File: config.mk
export PLATFORM = sky130hd
export DESIGN_NAME = axon_scanner
export DESIGN_NICKNAME = d
export VERILOG_FILES = /design/src/rtl/axon_scanner_pkg.sv /design/src/rtl/lowest_set_bit.sv /design/src/rtl/axon_scanner.sv
export SDC_FILE = /design/constraint.sdc
export NUM_CORES = 1
export LEC_CHECK = 0
export ABC_AREA = 1
export CORE_MARGIN = 2
export CORE_UTILIZATION = 30
export CTS_BUF_LIST = sky130_fd_sc_hd__clkbuf_16
export CTS_CLUSTER_DIAMETER = 30
export DETAILED_ROUTE_END_ITERATION = 6
export GPL_ROUTABILITY_DRIVEN = 0
export GPL_TIMING_DRIVEN = 0
export HOLD_SLACK_MARGIN = 0.05
export MAX_ROUTING_LAYER = met4
export PLACE_DENSITY = 0.64
export SLEW_MARGIN = 20
export SYNTH_ARGS = -nofsm -noshare
export SYNTH_HDL_FRONTEND = slang
export SYNTH_SLANG_ARGS = --single-unit
File: constraint.sdc
create_clock -name neuron_clk -period 3.2 [get_ports neuron_clk]
set_input_delay 0.48 -clock neuron_clk [delete_from_list [all_inputs] [get_ports neuron_clk]]
set_output_delay 0.48 -clock neuron_clk [all_outputs]
set_load 0.1 [all_outputs]
File: src/rtl/axon_scanner_pkg.sv
// Shared definitions for the axon scanner: scan FSM state encoding.
package axon_scanner_pkg;

    typedef enum logic [1:0] {
        ST_IDLE = 2'd0,
        ST_SCAN = 2'd1,
        ST_DONE = 2'd2
    } scan_state_t;

endpackage

File: src/rtl/lowest_set_bit.sv
// Combinational priority encoder: index of the lowest set bit of vec.
module lowest_set_bit #(
    parameter int IDX_W = 3
) (
    input  logic [(1<<IDX_W)-1:0] vec,
    output logic [IDX_W-1:0]      idx,
    output logic                  any_set
);

    localparam int N = 1 << IDX_W;

    // Walk from the top down so the lowest set bit is the last one written.
    always_comb begin
        idx = '0;
        for (int i = N - 1; i >= 0; i--) begin
            if (vec[i]) idx = IDX_W'(i);
        end
        any_set = |vec;
    end

endmodule

File: src/rtl/axon_scanner.sv
// Serialises a per-step axon spike vector into a valid/ready stream of
// axon indices, lowest index first, with spike count and done pulse.
module axon_scanner
    import axon_scanner_pkg::*;
#(
    parameter int AXON_CNT_BIT_WIDTH = 3,
    parameter     X_ID               = "1",
    parameter     Y_ID               = "1"
) (
    input  logic                                neuron_clk,
    input  logic                                neuron_reset,
    input  logic                                start,
    input  logic [(1<<AXON_CNT_BIT_WIDTH)-1:0]  spike,
    output logic                                axon_valid,
    output logic [AXON_CNT_BIT_WIDTH-1:0]       axon_id,
    input  logic                                axon_ready,
    output logic                                busy,
    output logic                                scan_done,
    output logic [AXON_CNT_BIT_WIDTH:0]         spike_count,
    output logic                                overrun
);

    localparam int NUM_VEC = 1 << AXON_CNT_BIT_WIDTH;

    // Tile ids only name simulation dumps; reject empty ids at elaboration.
    if (X_ID == "" || Y_ID == "") begin : g_bad_tile_id
        $error("axon_scanner: X_ID/Y_ID must not be empty");
    end

    scan_state_t          state, state_nxt;
    logic [NUM_VEC-1:0]   pending;
    logic [NUM_VEC-1:0]   pending_clr;
    logic                 any_set;
    logic                 handshake;

    lowest_set_bit #(.IDX_W(AXON_CNT_BIT_WIDTH)) u_lsb (
        .vec     (pending),
        .idx     (axon_id),
        .any_set (any_set)
    );

    // x & (x-1) drops exactly the lowest set bit, i.e. the axon on offer.
    assign pending_clr = pending & (pending - 1'b1);
    assign axon_valid  = (state == ST_SCAN) && any_set;
    assign busy        = (state != ST_IDLE);
    assign scan_done   = (state == ST_DONE);
    assign handshake   = axon_valid && axon_ready;

    // State register.
    always_ff @(posedge neuron_clk) begin
        if (neuron_reset) state <= ST_IDLE;
        else              state <= state_nxt;
    end

    // Next-state decode.
    always_comb begin
        state_nxt = state;
        case (state)
            ST_IDLE: if (start) state_nxt = (spike != '0) ? ST_SCAN : ST_DONE;
            ST_SCAN: if (handshake && pending_clr == '0) state_nxt = ST_DONE;
            ST_DONE: state_nxt = ST_IDLE;
            default: state_nxt = ST_IDLE;
        endcase
    end

    // Pending vector, spike count and sticky overrun flag.
    always_ff @(posedge neuron_clk) begin
        if (neuron_reset) begin
            pending     <= '0;
            spike_count <= '0;
            overrun     <= 1'b0;
        end else begin
            if (state == ST_IDLE && start) begin
                pending     <= spike;
                spike_count <= '0;
            end else if (handshake) begin
                pending     <= pending_clr;
                spike_count <= spike_count + 1'b1;
            end
            if (start && state != ST_IDLE) overrun <= 1'b1;
        end
    end

endmodule

Word level (Yosys, flattened, before mapping)
Cells that the tools add are included.
{"block": "totals", "wordCells": 38, "register_bits": 15, "output_inout_bits": 11}
{"block": "op_classes", "reduce_logical": 13, "add_sub_neg": 2, "bitwise_logic": 1, "mux": 14, "eq_ne": 4}
{"op": "two-way mux 3 bit", "n": 8}
{"op": "two-way mux 8 bit", "n": 2}
{"op": "bitwise AND 8 bit", "n": 1}
{"op": "logical NOT 8 bit", "n": 1}
{"op": "nonzero test 8 bit", "n": 1}
{"op": "OR reduction 8 bit", "n": 1}
{"op": "subtractor 8 x 1 -> 8 bit (second input constant)", "n": 1}
{"op": "two-way mux 2 bit", "n": 3}
{"op": "logical AND 1 bit", "n": 5}
{"op": "adder 4 x 1 -> 4 bit (second input constant)", "n": 1}
{"op": "case mux 2 bit (2 select lines)", "n": 1}
{"op": "nonzero test 2 bit", "n": 2}
{"op": "== test 2 x 1 -> 1 bit (second input constant)", "n": 1}
{"op": "== test 2 bit (second input constant)", "n": 1}
{"op": "logical NOT 2 bit", "n": 1}
{"op": "!= test 2 x 1 -> 1 bit (second input constant)", "n": 1}
{"op": "!= test 2 bit (second input constant)", "n": 1}
{"op": "AND reduction 2 bit", "n": 1}
{"op": "OR reduction 2 bit", "n": 1}

Depth between registers and ports, before layout
Gate-level depths: netlist of the first run.
{"block": "logic_depth", "word_depth": 8, "depth_mapped": 9, "depth_no_buf": 9}

Modules after synthesis
Synthesis of the first run repeated with hierarchy kept, for this count alone.
{"block": "unflattened", "hier_cells": 137, "area_unflattened_um2": 892.1}
{"mod": "axon_scanner", "area_per_inst_um2": 793.3, "n_inst": 1, "cells_per_inst": 115}
{"mod": "lowest_set_bit", "area_per_inst_um2": 98.8, "n_inst": 1, "cells_per_inst": 22}

Worst setup path after synthesis of the first run
Ideal clock, no wire load.
{"block": "synth_timing", "path_kind": "register to output", "start": "reg state[0]", "end": "out axon_valid", "setup_slack_ns": 0.606, "arrival_ns": 2.114, "stages_incl_launch_ff": 4, "cell_sequence": "dfxtp_1 -> inv_1 -> nor2_2 -> a21boi_1"}
{"block": "synth_between", "elab_chain_len": 2}
{"item": "from (decl)", "line_no": "axon_scanner.sv:30", "text": "scan_state_t state, state_nxt;"}
{"item": "from (signal assigned)", "line_no": "axon_scanner.sv:52", "text": "else state <= state_nxt;"}
{"item": "== test 2 x 1 -> 1 bit", "line_no": "axon_scanner.sv:44", "text": "assign axon_valid = (state == ST_SCAN) && any_set;"}
{"item": "logical AND 1 bit", "line_no": "axon_scanner.sv:44"}
{"item": "to (decl)", "line_no": "axon_scanner.sv:14", "text": "output logic axon_valid,"}
No other way between the ends.

Final worst setup path of the first run
Same ends and word-level chain as after synthesis.

==> results_dict.tcl, run 1 <==
set metrics [dict create \
    drt_iter0_markers 20 \
    insertion_delay_ns 0.24 \
    rsz0062_at_grt "false" \
    grt_use_total_pct 13.92 \
    critPathKind "reg -> out" \
    root_buffer "clkbuf_16" \
    drive_gt1_share_pct 11.18 \
    routed_via_density 4.756 \
    hold_viol 0 \
    die_y_um 58.72 \
    failed_checks "design-rule violations" \
    antenna_left 0 \
    netlist_top_cells_area "dfxtp_1 (33%), nor2_1 (13%), nand2_1 (12%)" \
    dp_slack_ns 0.6339 \
    finish.utilization_pct 44.11 \
    status "complete, but fails checks" \
    holdWs_ns 0.4866 \
    finClkSkew_ns 0.001689 \
    drv_slew 0 \
    power.leakage_uw 0.0005448 \
    rrSetupSlack_ns 1.83 \
    powerDensity_nw_per_um2 656.9 \
    clk_path_buf_depth 2 \
    grt_max_degree 11 \
    overflow 0 \
    synthCells 144 \
    grt_pass1_wl_mm 3.663 \
    endpoint_kind "output port" \
    fin_nets 184 \
    vias 956 \
    final.setup.worst_slack_ns 0.3947 \
    fin_crit_ns 2.805 \
    min_path_type "reg -> reg" \
    grt_pass1_vias 903 \
    synth.cell_area_um2 898.4 \
    startpoint_type "register" \
    row_count 19 \
    fin_setup_tns_ns 0 \
    cts_tree "yes" \
    ys_seq_area_share_pct 33.43 \
    synth_top_area_share_pct 33.43 \
    clock_sink_count 15 \
    core_um2 2805 \
    worstPathRequired_ns 2.72 \
    timing.fmax_ghz 0.3565 \
    drcViolationCount 1 \
    cts_setup_buffers 0 \
    worst_pin_slew_ns 0.9713 \
    ctsResizeCount 0 \
    critPathMaxFanout 4 \
    numPortBuffers 22 \
    peakVddDrop_mv 0.3060 \
    drt_pass1_iterations 6 \
    synth_nets 157 \
    die_width_um 58.72 \
    yosys.area.top_type "dfxtp_1" \
    postLayoutCellArea_um2 1237 \
    htree_levels 1 \
    ys_types 20 \
    ys_seq_elements 15 \
    max_cap_viol_count 0 \
    antenna_found_initial 0 \
    postCtsHoldBufs 0 \
    clkSlewWorstSetupHoldPaths_ns 0.05 \
    wl_per_cell_um 10.89 \
    area_growth_pct 37.74 \
    drt-total-wl_mm 2.188 \
    io_pins 23 \
    placed_area_um2 1157 \
    die_area_um2 3448 \
    num_antenna_cells 0 \
    avgSynthCellArea_um2 6.239 \
    cts_made_buffers 3 \
    yosysWarnings 0 \
    final.period_utilization_pct 87.67 \
    start_util_pct 32.02 \
    setup_viol 0 \
    post-dp-hpwl_mm 1.781 \
    cp.arrival_ns 2.33 \
    slew_headroom_pct 35.04 \
]
-- cell families (layout without fill, tap and decap cells) --
| kind of cell | count (synthesis) | in the layout | synth area share (%) |
|---|---|---|---|
| compound gates | 27 | 27 | 15.32 |
| fa+ha+maj | 1 | 1 | 1.393 |
| flops | 15 | 15 | 33.43 |
| simple gates | 79 | 79 | 39.14 |
| xor+xnor | 2 | 2 | 1.950 |
| buf+inv | 20 | 46 | 8.774 |
-- per-stage QoR --
stage	cells	power, uW
2_1_floorplan	144	493.9
3_3_place_gp	197	573.6
3_5_place_dp	197	577.4
4_1_cts	201	820.3
5_1_grt	201	859.0
6_report	201	812.9
-- cells in the mapped netlist, drive strengths merged --
| master | count |
|---|---|
| a21boi | 1 |
| a21oi | 10 |
| buf | 1 |
| dfxtp | 15 |
| ha | 1 |
| inv | 19 |
| nand2 | 33 |
| nand3 | 9 |
| nor2 | 36 |
| nor3 | 1 |
| o21ai | 16 |
| xor2 | 2 |
-- cells in the final DEF, fill, tap and decap left out, types with 2 or more instances in the layout --
cell type	n
nand2_1	29
nand2_2	3
nor2_2	3
inv_1	14
clkbuf_16	3
o21ai_1	8
xor2_1	2
o21ai_0	8
dfxtp_1	15
nor2_1	32
nand3_1	8
clkdlybuf4s50_1	22
inv_2	4
a21oi_1	10
-- power breakdown --
part / total, uW / leakage [uW] / internal, uW / switching, uW
sequential: 225 / 0.000123 / 205 / 20.1
combinational: 348 / 0.000381 / 95.4 / 253
clock: 239 / 0.0000409 / 167 / 72.9
total: 813 / 0.000545 / 467 / 346
-- worst max-delay path, cell delays in order (launching register included) --
cell	delay, ns
dfxtp_1	0.34
inv_1	0.08
nor2_2	0.21
a21boi_1	0.27
clkdlybuf4s50_1	1.17
-- registers in the layout, indices dropped and copies added (netlist names) --
name	count
spike_count	4
overrun	1
pending	8
state	2
-- area by class of cell --
| cell class | instances | area [um2] |
|---|---|---|
| clock buffer | 3 | 75.07 |
| fill | 308 | 1568 |
| clock inverter | 1 | 5.005 |
| timing repair buffer | 22 | 220.2 |
| inverter | 19 | 73.82 |
| sequential | 15 | 300.3 |
| tap | 31 | 38.79 |
| multi-input combinational | 109 | 519.2 |
| buffer | 1 | 5.005 |
-- path summary, 6_finish.rpt --
| kind | startpoint | depth (start not counted) | end |
|---|---|---|---|
| worst min register to register | overrun | 2 | overrun |
| worst max-delay path | state[0] | 4 | axon_valid |
| worst min-delay path | overrun | 2 | overrun |
| worst max register to register | pending[0] | 9 | state[0] |
-- layer usage --
metal	track usage, %	up-vias	wire, um	part of all wire (%)
met3	1.978	2	54	2.5
li1	-	506	-	-
met4	5.844	0	19	0.87
met5	-	-	0	0
met2	22.22	17	1050	48
met1	17.57	431	1064	49
(Power assumes the default switching activity.)
==> run 2, diff against run 1 <==
--- a/config.mk
+++ b/config.mk
@@ -9,7 +9,7 @@
 export CORE_MARGIN = 2
 export CORE_UTILIZATION = 30
 export CTS_BUF_LIST = sky130_fd_sc_hd__clkbuf_16
-export CTS_CLUSTER_DIAMETER = 30
+export CTS_CLUSTER_DIAMETER = 200
 export DETAILED_ROUTE_END_ITERATION = 6
 export GPL_ROUTABILITY_DRIVEN = 0
 export GPL_TIMING_DRIVEN = 0
==> results of run 2 <==
The final DEF is identical to that of run 1; final timing and power are the same.
